==> src/rtl/q_updater_if.sv <==
// Request/write-back bundle between the Q-learning controller and q_updater.
// The master side issues update requests; the slave side produces Q-table writes.
interface q_updater_if #(
    parameter int ADDR_W = 8
);
    logic              clear;
    logic [11:0]       total_iteration;
    logic              in_valid;
    logic              in_ready;
    logic [ADDR_W-1:0] state;
    logic [1:0]        act;
    logic [31:0]       reward;
    logic [31:0]       q_sa;
    logic [31:0]       q_max_next;
    logic              wr_en;
    logic [ADDR_W+1:0] wr_addr;
    logic [31:0]       wr_data;
    logic [11:0]       iteration;
    logic              done;

    modport master (
        output clear, total_iteration, in_valid, state, act, reward, q_sa, q_max_next,
        input  in_ready, wr_en, wr_addr, wr_data, iteration, done
    );

    modport slave (
        input  clear, total_iteration, in_valid, state, act, reward, q_sa, q_max_next,
        output in_ready, wr_en, wr_addr, wr_data, iteration, done
    );
endinterface

==> src/rtl/q_updater.sv <==
// Pipelined Q-learning update: Q' = Q + alpha*(r + gamma*maxQ' - Q) with shift-based
// alpha/gamma, saturating arithmetic, a read-after-write interlock and an update budget.
module q_updater #(
    parameter int ADDR_W      = 8,
    parameter int ALPHA_SHIFT = 2,
    parameter int GAMMA_SHIFT = 3
) (
    input  logic       clk,
    input  logic       rst_n,
    q_updater_if.slave bus
);
    localparam int AW   = ADDR_W + 2;
    localparam int NSTG = 3;

    function automatic logic [31:0] sat34(input logic [33:0] v);
        if (v[33:31] == 3'b000 || v[33:31] == 3'b111) return v[31:0];
        return v[33] ? 32'h8000_0000 : 32'h7FFF_FFFF;
    endfunction

    function automatic logic [31:0] sat33(input logic [32:0] v);
        if (v[32] == v[31]) return v[31:0];
        return v[32] ? 32'h8000_0000 : 32'h7FFF_FFFF;
    endfunction

    logic [NSTG-1:0]    vld_q;
    logic [AW-1:0]      addr_q [NSTG];
    logic signed [31:0] s1_r_q;
    logic signed [31:0] s1_qsa_q;
    logic signed [31:0] s1_g_q;
    logic signed [31:0] s2_td_q;
    logic signed [31:0] s2_qsa_q;
    logic signed [31:0] s3_qnew_q;
    logic               wr_en_q;
    logic [AW-1:0]      wr_addr_q;
    logic [31:0]        wr_data_q;
    logic [11:0]        iter_q;

    logic [AW-1:0]      in_addr;
    logic [NSTG-1:0]    raw_hit;
    logic [1:0]         in_flight;
    logic [12:0]        committed;
    logic               in_ready;
    logic               accept;
    logic signed [31:0] g_d;
    logic [33:0]        td_full;
    logic [31:0]        td_d;
    logic signed [31:0] td_sh;
    logic [32:0]        q_full;
    logic [31:0]        qnew_d;

    assign in_addr = {bus.state, bus.act};

    // An address still travelling through S1..S3 has not reached the table yet,
    // so a new read of it would be stale.
    generate
        for (genvar gi = 0; gi < NSTG; gi++) begin : g_raw
            assign raw_hit[gi] = vld_q[gi] && (addr_q[gi] == in_addr);
        end
    endgenerate

    assign in_flight = {1'b0, vld_q[0]} + {1'b0, vld_q[1]} + {1'b0, vld_q[2]};
    assign committed = {1'b0, iter_q} + {11'b0, in_flight};
    assign in_ready  = !bus.clear && (raw_hit == '0)
                       && (committed < {1'b0, bus.total_iteration});
    assign accept    = bus.in_valid && in_ready;

    assign g_d     = $signed(bus.q_max_next) - ($signed(bus.q_max_next) >>> GAMMA_SHIFT);
    assign td_full = {{2{s1_r_q[31]}}, s1_r_q} + {{2{s1_g_q[31]}}, s1_g_q}
                     - {{2{s1_qsa_q[31]}}, s1_qsa_q};
    assign td_d    = sat34(td_full);
    assign td_sh   = s2_td_q >>> ALPHA_SHIFT;
    assign q_full  = {s2_qsa_q[31], s2_qsa_q} + {td_sh[31], td_sh};
    assign qnew_d  = sat33(q_full);

    always_ff @(posedge clk or negedge rst_n) begin
        if (!rst_n) begin
            vld_q     <= '0;
            for (int i = 0; i < NSTG; i++) addr_q[i] <= '0;
            s1_r_q    <= '0;
            s1_qsa_q  <= '0;
            s1_g_q    <= '0;
            s2_td_q   <= '0;
            s2_qsa_q  <= '0;
            s3_qnew_q <= '0;
            wr_en_q   <= 1'b0;
            wr_addr_q <= '0;
            wr_data_q <= '0;
            iter_q    <= '0;
        end else begin
            vld_q   <= bus.clear ? '0 : {vld_q[NSTG-2:0], accept};
            wr_en_q <= vld_q[NSTG-1] && !bus.clear;

            if (accept) begin
                addr_q[0] <= in_addr;
                s1_r_q    <= $signed(bus.reward);
                s1_qsa_q  <= $signed(bus.q_sa);
                s1_g_q    <= g_d;
            end
            for (int i = 1; i < NSTG; i++) addr_q[i] <= addr_q[i-1];
            s2_td_q   <= td_d;
            s2_qsa_q  <= s1_qsa_q;
            s3_qnew_q <= qnew_d;

            if (vld_q[NSTG-1] && !bus.clear) begin
                wr_addr_q <= addr_q[NSTG-1];
                wr_data_q <= s3_qnew_q;
            end

            // Counted on the same edge the write appears, so committed never undercounts.
            if (bus.clear)
                iter_q <= '0;
            else if (vld_q[NSTG-1] && (iter_q < bus.total_iteration))
                iter_q <= iter_q + 12'd1;
        end
    end

    assign bus.in_ready  = in_ready;
    assign bus.wr_en     = wr_en_q;
    assign bus.wr_addr   = wr_addr_q;
    assign bus.wr_data   = wr_data_q;
    assign bus.iteration = iter_q;
    assign bus.done      = (iter_q == bus.total_iteration);
endmodule

==> src/flat_wrapper.sv <==
// flat-port wrapper written by rule: the top's interface ports become plain ports
module q_updater_flat 
#(
    parameter int ADDR_W      = 8,
    parameter int ALPHA_SHIFT = 2,
    parameter int GAMMA_SHIFT = 3
)
  (clk, rst_n, bus_clear, bus_total_iteration, bus_in_valid, bus_state, bus_act, bus_reward, bus_q_sa, bus_q_max_next, bus_in_ready, bus_wr_en, bus_wr_addr, bus_wr_data, bus_iteration, bus_done);
  q_updater_if #(.ADDR_W(ADDR_W)) bus_i ();
  input  logic clk;
  input  logic rst_n;
  input wire logic [$bits(bus_i.clear)-1:0] bus_clear;
  input wire logic [$bits(bus_i.total_iteration)-1:0] bus_total_iteration;
  input wire logic [$bits(bus_i.in_valid)-1:0] bus_in_valid;
  input wire logic [$bits(bus_i.state)-1:0] bus_state;
  input wire logic [$bits(bus_i.act)-1:0] bus_act;
  input wire logic [$bits(bus_i.reward)-1:0] bus_reward;
  input wire logic [$bits(bus_i.q_sa)-1:0] bus_q_sa;
  input wire logic [$bits(bus_i.q_max_next)-1:0] bus_q_max_next;
  output wire logic [$bits(bus_i.in_ready)-1:0] bus_in_ready;
  output wire logic [$bits(bus_i.wr_en)-1:0] bus_wr_en;
  output wire logic [$bits(bus_i.wr_addr)-1:0] bus_wr_addr;
  output wire logic [$bits(bus_i.wr_data)-1:0] bus_wr_data;
  output wire logic [$bits(bus_i.iteration)-1:0] bus_iteration;
  output wire logic [$bits(bus_i.done)-1:0] bus_done;
  assign bus_i.clear = bus_clear;
  assign bus_i.total_iteration = bus_total_iteration;
  assign bus_i.in_valid = bus_in_valid;
  assign bus_i.state = bus_state;
  assign bus_i.act = bus_act;
  assign bus_i.reward = bus_reward;
  assign bus_i.q_sa = bus_q_sa;
  assign bus_i.q_max_next = bus_q_max_next;
  assign bus_in_ready = bus_i.in_ready;
  assign bus_wr_en = bus_i.wr_en;
  assign bus_wr_addr = bus_i.wr_addr;
  assign bus_wr_data = bus_i.wr_data;
  assign bus_iteration = bus_i.iteration;
  assign bus_done = bus_i.done;
  q_updater #(.ADDR_W(ADDR_W), .ALPHA_SHIFT(ALPHA_SHIFT), .GAMMA_SHIFT(GAMMA_SHIFT)) u_core (.clk(clk), .rst_n(rst_n), .bus(bus_i));
endmodule
==> config.mk <==
export PLATFORM = sky130hd
export DESIGN_NAME = q_updater_flat
export DESIGN_NICKNAME = d
export VERILOG_FILES = /design/src/rtl/q_updater_if.sv /design/src/rtl/q_updater.sv /design/src/flat_wrapper.sv
export SDC_FILE = /design/constraint.sdc
export NUM_CORES = 1
export LEC_CHECK = 0
export ABC_CLOCK_PERIOD_IN_PS = 5100
export CAP_MARGIN = 20
export CORE_MARGIN = 2
export CORE_UTILIZATION = 35
export CTS_CLUSTER_DIAMETER = 100
export DETAILED_ROUTE_END_ITERATION = 12
export SKIP_LAST_GASP = 1
export SLEW_MARGIN = 40
export SYNTH_ARGS = -nofsm -noshare
export SYNTH_HDL_FRONTEND = slang
export SYNTH_SLANG_ARGS = --single-unit
==> constraint.sdc <==
create_clock -name clk -period 5.1 [get_ports clk]
set_clock_uncertainty 0.1 [all_clocks]
set_input_delay 0.51 -clock clk [delete_from_list [all_inputs] [get_ports clk]]
set_output_delay 0.51 -clock clk [all_outputs]
set_load 0.01 [all_outputs]
======== Word level (Yosys, flattened, before mapping) ========
Index checks and enable logic that the tools add are counted.
storage, ports and cells
  bits in writable memories ............... 0
  output and inout port bits .............. 57
  flip-flop bits (word level) ............. 280
  latch bits .............................. 0
  word-level logic and storage cells ...... 54
  ROM bits ................................ 0
  input bits .............................. 122
  memories kept ........................... 0
operators by class
  multiply operators ...................... 0
  $add $sub $neg .......................... 8
  magnitude comparators ................... 2
  bitwise operators ....................... 0
  reductions and logical operators ........ 13
  div/mod/pow operators ................... 0
  shift operators ......................... 0
  eq/ne operators ......................... 6
  muxes and demuxes ....................... 11
operators with widths
  kind                   number
  $mux 32                6
  $sub 34x34->34         1
  $add 32x30->33         1
  $add 32x32->33         1
  $sub 32x29->32         1
  $eq 10x10->1           3
  $mux 12                2
  $add 12x2->13          1
  $lt 13x12->1           1
  $add 12x1->12 const B  1
  $eq 12x12->1           1
  $lt 12x12->1           1
  $logic_and 1x1->1      8
  $logic_not 3->1        2
  $eq 3x3->1 const B     1
  $mux 3                 1
  $add 1x1->2            1
  $add 2x1->2            1
  $mux 1                 2
  $reduce_bool 2->1      1
  $eq 1x1->1             1
  $logic_not 1->1        1
  $logic_or 1x1->1       1

======== Longest topological paths before layout ========
  word-level depth ........................ 7
  mapped depth ............................ 25
  mapped depth without buffers ............ 22

======== Least setup slack after synthesis ========
Ideal clock, no wire load.
  kind .................................... register to register
  from .................................... reg u_core.s1_g_q[9]
  to ...................................... reg u_core.s2_td_q[30]
  arrival time ............................ 4.451 ns
  stages on the path, launching flop included .. 20
  slack ................................... 0.445 ns
  period minus slack after synthesis ...... 4.655 ns
  data required time ...................... 4.896 ns
  library setup time ...................... 0.104 ns
  buffers on the path ..................... 2
  cells stage by stage .................... dfrtp_1 > ha_1 > buf_2 > a2111oi_0 > nand2_1 > o211ai_1 > o2bb2ai_1 > o31ai_1 > a31oi_1 > o41ai_1 > xnor2_1 > ha_1 > nand4_1 > and4b_1 > nor4b_1 > nor3_1 > a221o_1 > o21a_1 > buf_6 > o41ai_2
on the way
  word-level cells in the longest chain between the ends .. 6
  elaborated cells on any way between the ends .. 9
  classes of those cells .................. add/sub (2); eq/ne (1); mux (4); reduce/logical (2)
ends and longest elaborated chain
  element                                               line              text
  start: declaration                                    q_updater.sv:29   logic signed [31:0] s1_g_q;
  start signal: assignment                              q_updater.sv:97   s1_g_q <= g_d;
  $add 32x32->33 *                                      q_updater.sv:68   assign td_full = {{2{s1_r_q[31]}}, s1_r_q} + {{2{s1_g_q[31]}}, s1_g_q}
  $sub 34x34->34 *                                      q_updater.sv:69   - {{2{s1_qsa_q[31]}}, s1_qsa_q};
  $eq 3x3->1 / $logic_not 3->1 (equally long branches)  q_updater.sv:16   if (v[33:31] == 3'b000 || v[33:31] == 3'b111) return v[31:0];
  $logic_or 1x1->1                                      q_updater.sv:16
  $mux 1                                                q_updater.sv:16
  $mux 32 *                                             q_updater.sv:17   return v[33] ? 32'h8000_0000 : 32'h7FFF_FFFF;
  net u_core.td_d[30]                                   q_updater.sv:46   logic [31:0] td_d;
  end signal: assignment                                q_updater.sv:100  s2_td_q <= td_d;
  end: declaration                                      q_updater.sv:30   logic signed [31:0] s2_td_q;
The timed path passes the listed nets; every way through them passes the cells marked *. The select of a mux whose other input is x is not followed.
A chain may end at the register's enable or synchronous reset.

======== Worst setup path after layout ========
  from .................................... reg u_core.s1_g_q[0]
  to ...................................... reg u_core.s2_td_q[30]
The elaborated chain is that of the path after synthesis.

==> run summary <==
PwrDens - 592 mW/mm²
Fmax - 205 MHz
Max_slew headroom - 45.8%
Syn nets - 2040
HPWL after DPL - 33900 µm
Drt wl/cell - 16.0 µm
Layout cells sized above 1 - 12.1%
Worst Hold Slack - 0.272 ns
Core area - 0.0487 mm²
Synth area leader - dfrtp_1
CTS Sinks - 278
Critical path launch point type - flip-flop
Row count - 81
Multi-input logic area - 0.00975 mm²
Synth async-reset ratio - 100%
Share of the synthesized area in the top cell type - 40.4%
First DRT Iteration DRCs - 768
Syn Area/Cell - 9.79 µm²
Most common cell after layout, fill and taps aside - dfrtp_1
Final ANT Viol Nets - 0
Cell Area, Placed - 0.0200 mm²
Number of global-route vias before repair - 13.4k
Total die area - 0.0510 mm²
Synth Warn # - 0
Number of synthesized flops with an enable pin - 0
Total chip power - 12.6 mW
Port Buffer Count - 178
Cell Area, Synth - 0.0172 mm²
CTS HTree Levels - 1
Tmin final - 4.89 ns
Final WL - 42500 µm
Drt drc - 0
Final hold violation count - 0
Worst EP required - 5.45 ns
Run status - finished clean
Data arrival, critical path - 5.24 ns
Post-route design area - 0.0213 mm²
Clock slew at reported path FFs - 0.06 ns
Register bit total from synthesis - 278
Initial Util - 35.4%
Chip Height - 226 µm
CTS tree - built
Max Cap Violations - 0
Io pins - 179
Die X - 226 µm
Critical path's top delay family - compound AO/OA/AOI/OAI gates
Synth Flop Type - dfrtp_1
Sequential cell area - 0.00696 mm²
Final Slew Violations - 0
Via density - 4.99
ANT cells - 0
Insertion delay to the later sink of the worst-skew pair - 0.57 ns
Pre-antenna DRT Iters - 5
First-pass GRT wire length - 68800 µm
CP max FO - 8
Fill cells - 4711
Buf+Inv Stages, Crit Path - 3
Max clock buf depth - 3
Hold Path Class - flip-flop to flip-flop
Top post-synthesis cells by area - dfrtp_1 (40%), ha_1 (11%), mux2_2 (5.9%), xnor2_1 (5.4%), o21ai_0 (4.3%)
Crit end category - flip-flop
Syn Inst Count - 1760
Grt total ovfl - 0
GRT Resource Usage Total - 16.6%
Distinct cell type count after synthesis - 83
Final setup vio count - 0
Crit Path Class - flip-flop to flip-flop
Placer Congestion - 0.887
Root buffer cell - clkbuf_16
Measured slew at the worst slew-check pin - 0.806 ns
Most frequent cells in the layout - dfrtp_1 (278), clkdlybuf4s50_1 (176), ha_1 (152), o21ai_0 (144), nand2_1 (132)
Worst path cell trace - ha_2 > inv_2 > fa_2 > nor2b_4 > o31ai_4 > a21oi_2 > o21ai_1 > nand2b_1 > a21o_1 > a21o_1 > a311oi_2 > xnor2_1 > ha_1 > buf_4 > nand2_1 > o211ai_1 > o21bai_1 > a211o_1 > nand4_1 > o2111a_1 > o211ai_1 > o21a_1 > buf_4 > o41ai_2
CP max stage delay - 0.39 ns
Largest net degree at the start of global routing - 142
Static leakage - 9.37 nW
CP max-delay cell - ha_1
Synthesis-to-layout area growth - 23.6%
Max VDD drop - 398 µV
Reg2Reg Setup Slack - 0.21 ns
Total CTS buffers - 30
Initial antenna violation count - 0
Fin nets - 2254
Final period util - 95.9%
Register area share after synthesis - 40.4%
DR vias - 13.3k
==> cell type report <==
class	instances	share of cell area (%)
clock inverters	14	0.864
flip-flops and latches	278	32.7
repair buffers	232	10.7
multi-input cells	1318	45.8
clock buffers	40	4.03
well taps	664	3.90
inverters	114	2.03
==> registers in the layout, summed over array words and instances (netlist names) <==
name                  cells
u_core.s1_qsa_q          32
u_core.s2_td_q           30
u_core.bus.wr_data       32
u_core.bus.wr_addr       10
u_core.bus.iteration     12
u_core.s2_qsa_q          32
u_core.bus.wr_en          1
u_core.s1_g_q            32
u_core.addr_q            30
u_core.s1_r_q            32
u_core.vld_q              3
u_core.s3_qnew_q         32
==> per-stage QoR <==
step / TNS, ns / setup WS (ns) / utilization (%) / std cells
after CTS: -0.00984 / -0.00984 / 43.3 / 2656
after floorplan: 0 / 0.445 / - / 1760
after global routing: -0.00107 / -0.00107 / 43.7 / 2660
after global placement: 0 / 0.0581 / 41.1 / 2601
final: 0 / 0.211 / 43.7 / 2660
after detailed placement: 0 / 0.0133 / 41.1 / 2601
==> worst reg2reg max path, stage by stage (launching register included) <==
cell and delay [ns]:
dfrtp_1 0.38, ha_2 0.20, inv_2 0.06, fa_2 0.23, nor2b_4 0.06, o31ai_4 0.26, a21oi_2 0.12, o21ai_1 0.13
nand2b_1 0.10, a21o_1 0.19, a21o_1 0.21, a311oi_2 0.26, xnor2_1 0.13, ha_1 0.39, buf_4 0.16, nand2_1 0.07
o211ai_1 0.09, o21bai_1 0.18, a211o_1 0.29, nand4_1 0.13, o2111a_1 0.20, o211ai_1 0.13, o21a_1 0.22, buf_4 0.17
o41ai_2 0.35
==> synthesized netlist by cell type, types with 3 or more instances <==
master / count
clkbuf_1: 19
mux2_2: 90
xor2_1: 52
maj3_1: 3
and4_1: 4
nor4_1: 4
o21bai_1: 15
a221o_1: 3
a211oi_1: 14
buf_4: 5
a221oi_1: 3
a31oi_1: 17
dfrtp_1: 278
mux2_1: 10
nor2b_1: 22
nor3_1: 25
nor2_1: 88
and3_1: 11
o31a_1: 5
nand3b_1: 4
o211ai_1: 18
nand3_1: 28
fa_1: 5
nand2b_1: 12
xnor2_1: 106
o21ai_1: 14
o31ai_1: 9
o41ai_1: 3
o21ai_0: 148
nand2_1: 133
nand4_1: 24
a21boi_0: 4
or2_2: 4
and2_1: 9
inv_1: 113
o21a_1: 19
buf_2: 21
a21oi_1: 135
ha_1: 153
or3_1: 9
a21o_1: 64
==> path summary, 6_finish.rpt <==
kind / end / cells after the start / from
setup / recovery: u_core.s2_td_q[30] / 24 / u_core.s1_g_q[0]
hold / removal: u_core.s2_qsa_q[7] / 0 / u_core.s1_qsa_q[7]
setup reg to reg: u_core.s2_td_q[30] / 24 / u_core.s1_g_q[0]
hold reg to reg: u_core.s2_qsa_q[7] / 0 / u_core.s1_qsa_q[7]
max in group asynchronous: u_core.s3_qnew_q[26] / 4 / rst_n
min in group asynchronous: u_core.bus.wr_addr[9] / 2 / rst_n
==> report_power, final <==
| part | switching [mW] | total (mW) | internal (mW) | leakage [nW] |
|---|---|---|---|---|
| Clock | 0.908 | 2.25 | 1.34 | 0.500 |
| Combinational | 3.97 | 7.21 | 3.24 | 5.57 |
| Sequential | 0.285 | 3.15 | 2.87 | 3.30 |
==> logic make-up (layout without fill, tap and decap cells) <==
logic type      Yosys count  after routing  synth area share, %
compound gates          506            506                 18.3
simple gates            392            392                 10.9
flops                   278            278                 40.4
buf+inv                 164            400                 3.93
fa+ha+maj               161            161                 11.9
xor+xnor                158            158                 8.03
mux                     101            101                 6.59
==> routing by layer <==
metal / vias to the layer above / track usage (%) / share of wire, %
met1: 6294 / 23.5 / 49
met3: 54 / 1.94 / 3.5
met5: - / 0 / 0
li1: 6709 / - / -
met2: 223 / 26.9 / 45
met4: 0 / 4.25 / 2.1
==> what timing repair did <==
item | 4_1_cts | 5_1_grt
endpoints found under the setup margin | 3 | 53
cloned | 0 | 0
hold buffers | 1 | 0
endpoints found under the hold margin | 67 | 0
buffers inserted | 0 | 3
pin swaps | 0 | 20
resized for setup | 5 | 37
Power figures use the tool's default switching activity.
